## src/rtl/spin_sequencer.sv

```systemverilog
// spin_sequencer: lever conditioning, reel stop sequencing, payout and credit scoring for a three-reel slot
module spin_sequencer #(
  parameter int DEBOUNCE_TICKS = 4,
  parameter int SPIN_TICKS     = 8,
  parameter int STAGGER_TICKS  = 4,
  parameter int CREDIT_W       = 4,
  parameter int START_CREDITS  = 5,
  parameter int MAX_CREDITS    = 15
) (
  input  logic                clk,
  input  logic                reset,
  input  logic                tick,
  input  logic                lever,
  input  logic [3:0]          reel_msb,
  input  logic [3:0]          reel_mid,
  input  logic [3:0]          reel_lsb,
  output logic [2:0]          reel_run,
  output logic [3:0]          result_msb,
  output logic [3:0]          result_mid,
  output logic [3:0]          result_lsb,
  output logic [CREDIT_W-1:0] score,
  output logic                busy,
  output logic                win_pulse,
  output logic                result_valid,
  output logic                no_credit
);
  localparam int DW = $clog2(DEBOUNCE_TICKS + 1);
  localparam int CMAX = SPIN_TICKS > STAGGER_TICKS ? SPIN_TICKS : STAGGER_TICKS;
  localparam int CW = $clog2(CMAX + 1);
  localparam int SW = CREDIT_W + 3;
  localparam logic [DW-1:0] DB_LAST = DW'(DEBOUNCE_TICKS - 1);
  typedef enum logic [2:0] {IDLE, SPIN, STOP1, STOP2, EVAL} state_t;
  state_t state_q, state_d;
  logic lever_s1_q, lever_s1_d, lever_s2_q, lever_s2_d, deb_q, deb_d, lever_go;
  logic [DW-1:0] dcnt_q, dcnt_d;
  logic [CW-1:0] cnt_q, cnt_d;
  logic [2:0] run_q, run_d, payout;
  logic [3:0] res_msb_q, res_msb_d, res_mid_q, res_mid_d, res_lsb_q, res_lsb_d;
  logic [CREDIT_W-1:0] score_q, score_d;
  logic [SW-1:0] sum;
  logic stop;
  // Synchronize the raw lever and debounce it on divider ticks; lever_go marks a fresh pull
  always_comb begin
    lever_s1_d = lever;
    lever_s2_d = lever_s1_q;
    deb_d = deb_q;
    dcnt_d = '0;
    if (lever_s2_q != deb_q && tick) begin
      deb_d = dcnt_q == DB_LAST ? ~deb_q : deb_q;
      dcnt_d = dcnt_q == DB_LAST ? '0 : dcnt_q + 1'b1;
    end else if (lever_s2_q != deb_q) begin
      dcnt_d = dcnt_q;
    end
    lever_go = deb_d & ~deb_q;
  end
  // Payout from the three latched symbols, saturating credit update
  always_comb begin
    payout = (res_msb_q == res_mid_q && res_mid_q == res_lsb_q) ? 3'd5 :
             (res_msb_q == res_mid_q || res_mid_q == res_lsb_q || res_msb_q == res_lsb_q) ? 3'd2 : 3'd0;
    sum = SW'(score_q) + SW'(payout);
  end
  // Spin FSM: charge, run reels, stop them one by one on tick counts, then score
  always_comb begin
    state_d = state_q;
    cnt_d = cnt_q;
    run_d = run_q;
    res_msb_d = res_msb_q;
    res_mid_d = res_mid_q;
    res_lsb_d = res_lsb_q;
    score_d = score_q;
    stop = tick && cnt_q == CW'(1);
    case (state_q)
      IDLE: if (lever_go && score_q != '0) begin
        score_d = score_q - 1'b1;
        run_d = 3'b111;
        cnt_d = CW'(SPIN_TICKS);
        state_d = SPIN;
      end
      SPIN: if (tick) begin
        cnt_d = stop ? CW'(STAGGER_TICKS) : cnt_q - 1'b1;
        res_msb_d = stop ? reel_msb : res_msb_q;
        run_d[2] = stop ? 1'b0 : run_q[2];
        state_d = stop ? STOP1 : SPIN;
      end
      STOP1: if (tick) begin
        cnt_d = stop ? CW'(STAGGER_TICKS) : cnt_q - 1'b1;
        res_mid_d = stop ? reel_mid : res_mid_q;
        run_d[1] = stop ? 1'b0 : run_q[1];
        state_d = stop ? STOP2 : STOP1;
      end
      STOP2: if (tick) begin
        cnt_d = cnt_q - 1'b1;
        res_lsb_d = stop ? reel_lsb : res_lsb_q;
        run_d[0] = stop ? 1'b0 : run_q[0];
        state_d = stop ? EVAL : STOP2;
      end
      EVAL: begin
        score_d = sum > SW'(MAX_CREDITS) ? CREDIT_W'(MAX_CREDITS) : sum[CREDIT_W-1:0];
        state_d = IDLE;
      end
      default: state_d = IDLE;
    endcase
  end
  // State and datapath registers with asynchronous active-low reset
  always_ff @(posedge clk or negedge reset) begin
    if (!reset) begin
      state_q <= IDLE;
      lever_s1_q <= 1'b0;
      lever_s2_q <= 1'b0;
      deb_q <= 1'b0;
      dcnt_q <= '0;
      cnt_q <= '0;
      run_q <= '0;
      res_msb_q <= '0;
      res_mid_q <= '0;
      res_lsb_q <= '0;
      score_q <= CREDIT_W'(START_CREDITS);
    end else begin
      state_q <= state_d;
      lever_s1_q <= lever_s1_d;
      lever_s2_q <= lever_s2_d;
      deb_q <= deb_d;
      dcnt_q <= dcnt_d;
      cnt_q <= cnt_d;
      run_q <= run_d;
      res_msb_q <= res_msb_d;
      res_mid_q <= res_mid_d;
      res_lsb_q <= res_lsb_d;
      score_q <= score_d;
    end
  end
  assign reel_run = run_q;
  assign result_msb = res_msb_q;
  assign result_mid = res_mid_q;
  assign result_lsb = res_lsb_q;
  assign score = score_q;
  assign busy = state_q != IDLE;
  assign result_valid = state_q == EVAL;
  assign win_pulse = state_q == EVAL && payout != 3'd0;
  assign no_credit = state_q == IDLE && score_q == '0;
endmodule
```

## config.mk

```make
export PLATFORM = sky130hd
export DESIGN_NAME = spin_sequencer
export DESIGN_NICKNAME = d
export VERILOG_FILES = /design/src/rtl/spin_sequencer.sv
export SDC_FILE = /design/constraint.sdc
export NUM_CORES = 1
export LEC_CHECK = 0
export ABC_AREA = 0
export BUFFER_PORTS_ARGS = -buffer_cell sky130_fd_sc_hd__buf_2
export CAP_MARGIN = 20
export CORE_UTILIZATION = 54
export CTS_CLUSTER_DIAMETER = 50
export DETAILED_ROUTE_END_ITERATION = 16
export PLACE_DENSITY = 0.88
export SYNTH_ARGS = -nofsm -noshare
export SYNTH_HDL_FRONTEND = slang
export SYNTH_SLANG_ARGS = --single-unit
```

## constraint.sdc

```tcl
create_clock -name clk -period 2.75 [get_ports clk]
set_clock_uncertainty 0.15 [all_clocks]
set_input_delay 0.275 -clock clk [delete_from_list [all_inputs] [get_ports clk]]
set_output_delay 0.275 -clock clk [all_outputs]
set_load 0.01 [all_outputs]
```

==> impl.org <==
** Global route
- The total overflow left after global routing is 0.
- Vias in the first global route :: about 1500
- Pin count of the biggest net entering global routing :: 33
- The first global-routing pass estimated 6.486 mm of wire.
- Number of antenna violations at the first check in global routing :: 0
- Global routing consumed, over all layers together, between 20% and 30% of the routing resources.

** Status
- Status :: finished, final reports clean

** Clock network
- TritonCTS built the clock tree.
- CTS Root Cell :: sky130_fd_sc_hd__clkbuf_4
- CTS built an H-tree with a depth of 2.
- TritonCTS Buffers :: 5
- Longest Clk Path Bufs :: 2
- Clk sink count :: 32
- Clock-pin slew on the worst setup and hold paths :: around 0.12 ns
- The later pin in the worst-skew pair is clocked with a latency of 0.35 ns.

** Logic synthesis
- After synthesis, the cell types taking the most area are sky130_fd_sc_hd__dfrtp_1 40%, sky130_fd_sc_hd__mux2_2 7.8%, sky130_fd_sc_hd__xnor2_1 6.1%, sky130_fd_sc_hd__ha_1 5.3%, sky130_fd_sc_hd__mux2i_1 3.2%.
- The most used flip-flop cell after synthesis is sky130_fd_sc_hd__dfrtp_1.
- Post-synth net total :: approximately 200
- Post-Synthesis Cell Area :: ~1900 sq um
- Each instance of the synthesized netlist takes up on average 10.95 sq um.
- Most common cell in the netlist :: sky130_fd_sc_hd__dfrtp_1
- The commonest cells after synthesis are 30 x sky130_fd_sc_hd__dfrtp_1, 13 x sky130_fd_sc_hd__mux2_2, 13 x sky130_fd_sc_hd__xnor2_1.
- Number of instances in the synthesized netlist :: approximately 170
- Yosys printed 0 warnings.
- Number of enable flip-flop cells after synthesis :: 0
- Sequential cells were found to cover a little over two fifths of the synthesized design area.
- In this run the biggest area consumer among cell types represents approximately two fifths of the synthesized area.
- Of all flip-flops after synthesis, the portion carrying an async set or reset was 100.0%.
- Counting distinct cell types in the post-synthesis netlist gives just over 50.
- The synthesized design contains 32 register bits.
- The synthesized design spends more area on one cell type than any other, namely sky130_fd_sc_hd__dfrtp_1.

** Critical path
- Start-to-end type of the worst setup path :: reg -> reg
- Beginning of the critical path :: result_mid[1]
- Critical path required time :: roughly 2.9 ns
- R2R cell count :: 9
- At the worst endpoint, the arrival time is between 2 and 3 ns.
- For this run, the slowest stage of the critical path takes between 0.4 and 0.5 ns.
- STA classifies the critical path startpoint as a flop.
- Critical path endpoint category :: flop
- In this run the critical register-to-register path is launched from result_mid[1].
- Along the worst path, the maximum fanout reaches 4.
- Cell type of the slowest stage on the worst timing path :: sky130_fd_sc_hd__dfrtp_2
- Series of cell instances along the critical path :: xnor2_2 > nand4_1 > and3_1 > or2_2 > fa_2 > nor2b_1 > o21ai_1 > a31o_2 > mux2i_1

** Floorplan
- After floorplanning, the core was divided into 21 placement rows.
- Initial standard-cell utilization of the core :: about 56%
- CORE AREA :: ~3300 sq um
- The floorplan step defined a die boundary enclosing ~3700 sq um.
- Die span in y :: ~61 um
- For this design the top-level I/O count stands at 39.
- Die outline width :: ~61 um

** Finish
- Net total in the final layout :: roughly 250
- Relative to the synthesized area, the layout overhead comes to 21.46%.
- The post-route netlist has 36.04% of its cells at a drive strength greater than 1.
- Ant diodes :: 0
- Area of all placed cells without fillers :: around 2300 sq um

** Timing
- The worst path meets setup with 0.1487 ns of slack.
- The routed design could run at a clock period as short as 2.601 ns.
- Number of hold-slack violations in the final timing report :: 0
- Unrepaired setup endpoints after global routing :: false
- For the pin with the worst max-slew slack, the measured transition is 0.6973 ns.
- Of the available clock period, the critical path in the final layout requires a little over nine tenths.
- In this run the tightest slew margin relative to its limit is a little over half.
- Final setup violation count :: 0
- Peak Freq :: approximately 0.38 GHz
- Setup total negative slack on the finished layout was measured at 0 ns.
- The final count of pins violating max slew was 0.

** Placed design
- The congestion estimate from routability-driven global placement came to 0.8270.
- Pre-CTS setup slack :: about 0.12 ns
- Buffers on Ports :: 38
- The HPWL after detailed placement is roughly 2.8 mm.
- Once placement finished, the instance area stood at 2087 sq um.

** Detailed routing
- Number of nets still failing antenna checks after routing :: 0
- Router iterations before antenna repair :: 4
- DRC :: 0
- Detailed-route wire length per cell :: between 10 and 15 um
- Violation count after the first detailed-route iteration :: 66
- Detailed routing inserted a total of approximately 1500 vias.
- Wirelength, routed :: slightly below 4 mm
- Vias per cell :: about 5.6

** Hold path
- Hold depth :: 2
- In this run the most critical hold path is launched from reel_lsb[2].
- Type of the most critical hold path :: in -> reg

** Power
- IR analysis of the VDD net gives a maximum drop of ~520 uV.
- In this run the static leakage power is between 1 and 1.5 nW.
- For this design the ratio of total power to cell area is 970.5 nW/um^2.

** Flow run
- Count of maximum capacitance violations :: 0
-- worst max-delay path, delay by kind of cell (launching register included) --
family                     cells  cell delay, ns
and+or+nand+nor                4            0.81
DFF                            1            0.48
adders and majority gates      1            0.38
AOI/OAI and AO/OA              2            0.37
xor gates and xnor gates       1            0.17
muxes                          1            0.15
-- per-layer routing --
layer  up-vias  share of wire [%]  track usage (%)
met3         5                4.8            6.183
met2        51                 50            42.54
li1        706                  -                -
met4         0                1.0            10.39
met1       727                 44            27.85
met5         -                  0                0
-- layout by cell type, fill, tap and decap left out, types with 3 or more instances in the layout --
| master | instances |
|---|---|
| sky130_fd_sc_hd__buf_2 | 38 |
| sky130_fd_sc_hd__dfrtp_1 | 26 |
| sky130_fd_sc_hd__mux2_2 | 13 |
| sky130_fd_sc_hd__inv_1 | 12 |
| sky130_fd_sc_hd__xnor2_1 | 11 |
| sky130_fd_sc_hd__nand2_1 | 10 |
| sky130_fd_sc_hd__dlygate4sd3_1 | 10 |
| sky130_fd_sc_hd__nor2_1 | 9 |
| sky130_fd_sc_hd__ha_1 | 8 |
| sky130_fd_sc_hd__mux2i_1 | 6 |
| sky130_fd_sc_hd__nor3_1 | 5 |
| sky130_fd_sc_hd__a21oi_1 | 5 |
| sky130_fd_sc_hd__clkbuf_4 | 5 |
| sky130_fd_sc_hd__nand2b_1 | 4 |
| sky130_fd_sc_hd__dfrtp_2 | 4 |
| sky130_fd_sc_hd__nand4_1 | 3 |
| sky130_fd_sc_hd__and3_1 | 3 |
| sky130_fd_sc_hd__or2_2 | 3 |
-- layout make-up --
cell class / count / area, sq um
sequential: 32 / 808.3
multi-input combinational: 122 / 1011
fill: 265 / 1064
clock buffer: 5 / 37.54
timing repair buffer: 48 / 290.3
tap: 46 / 57.56
inverter: 12 / 45.04
clock inverter: 3 / 23.77
-- state kept, by name (all words and copies together) (netlist names) --
signal and cells:
cnt_q 4, state_q 3, dcnt_q 3, result_lsb 4
deb_q 1, result_msb 4, result_mid 4, lever_s1_q 1
score 4, reel_run 3, lever_s2_q 1
-- power breakdown --
part | switching [W] | total, W | internal, W
Combinational | 0.000584 | 0.00114 | 0.000560
Sequential | 0.000176 | 0.000784 | 0.000607
Clock | 0.000178 | 0.000278 | 0.000100
-- stage by stage --
stage	std cells	power (W)	util (%)	hold WS [ns]
2_1_floorplan	171	0.001616	-	-0.1706
3_3_place_gp	250	0.001833	62.54	0.1962
3_5_place_dp	250	0.001872	62.54	0.2017
4_1_cts	268	0.002168	67.38	0.004364
5_1_grt	268	0.002389	68.13	0.006837
6_report	268	0.002206	68.13	0.01073
-- logic make-up after synthesis --
group	count (synthesis)	share of synthesized area, %
AO/OA/AOI/OAI	25	10.76
flip-flops	32	42.91
XOR/XNOR	14	6.551
AND/OR/NAND/NOR	55	18.18
multiplexers	19	11.03
adder cells (fa/ha/maj)	9	6.417
buffers and inverters	17	4.144
-- final timing paths --
| check | slack (ns) | to |
|---|---|---|
| worst min-delay path | 0.01 | result_lsb[2] |
| worst min register to register | 0.22 | lever_s2_q |
| min in group asynchronous | 0.35 | state_q[1] |
| max in group asynchronous | 1.62 | result_mid[3] |
| worst max-delay path | 0.15 | score[1] |
| worst max register to register | 0.15 | score[1] |
-- what timing repair did --
action | CTS | global route
hold endpoints to repair | 39 | 0
setup buffers | 0 | 0
gates resized for setup | 0 | 9
hold buffers | 10 | 0
endpoints found under the setup margin | 0 | 2
(Power assumes the default switching activity.)
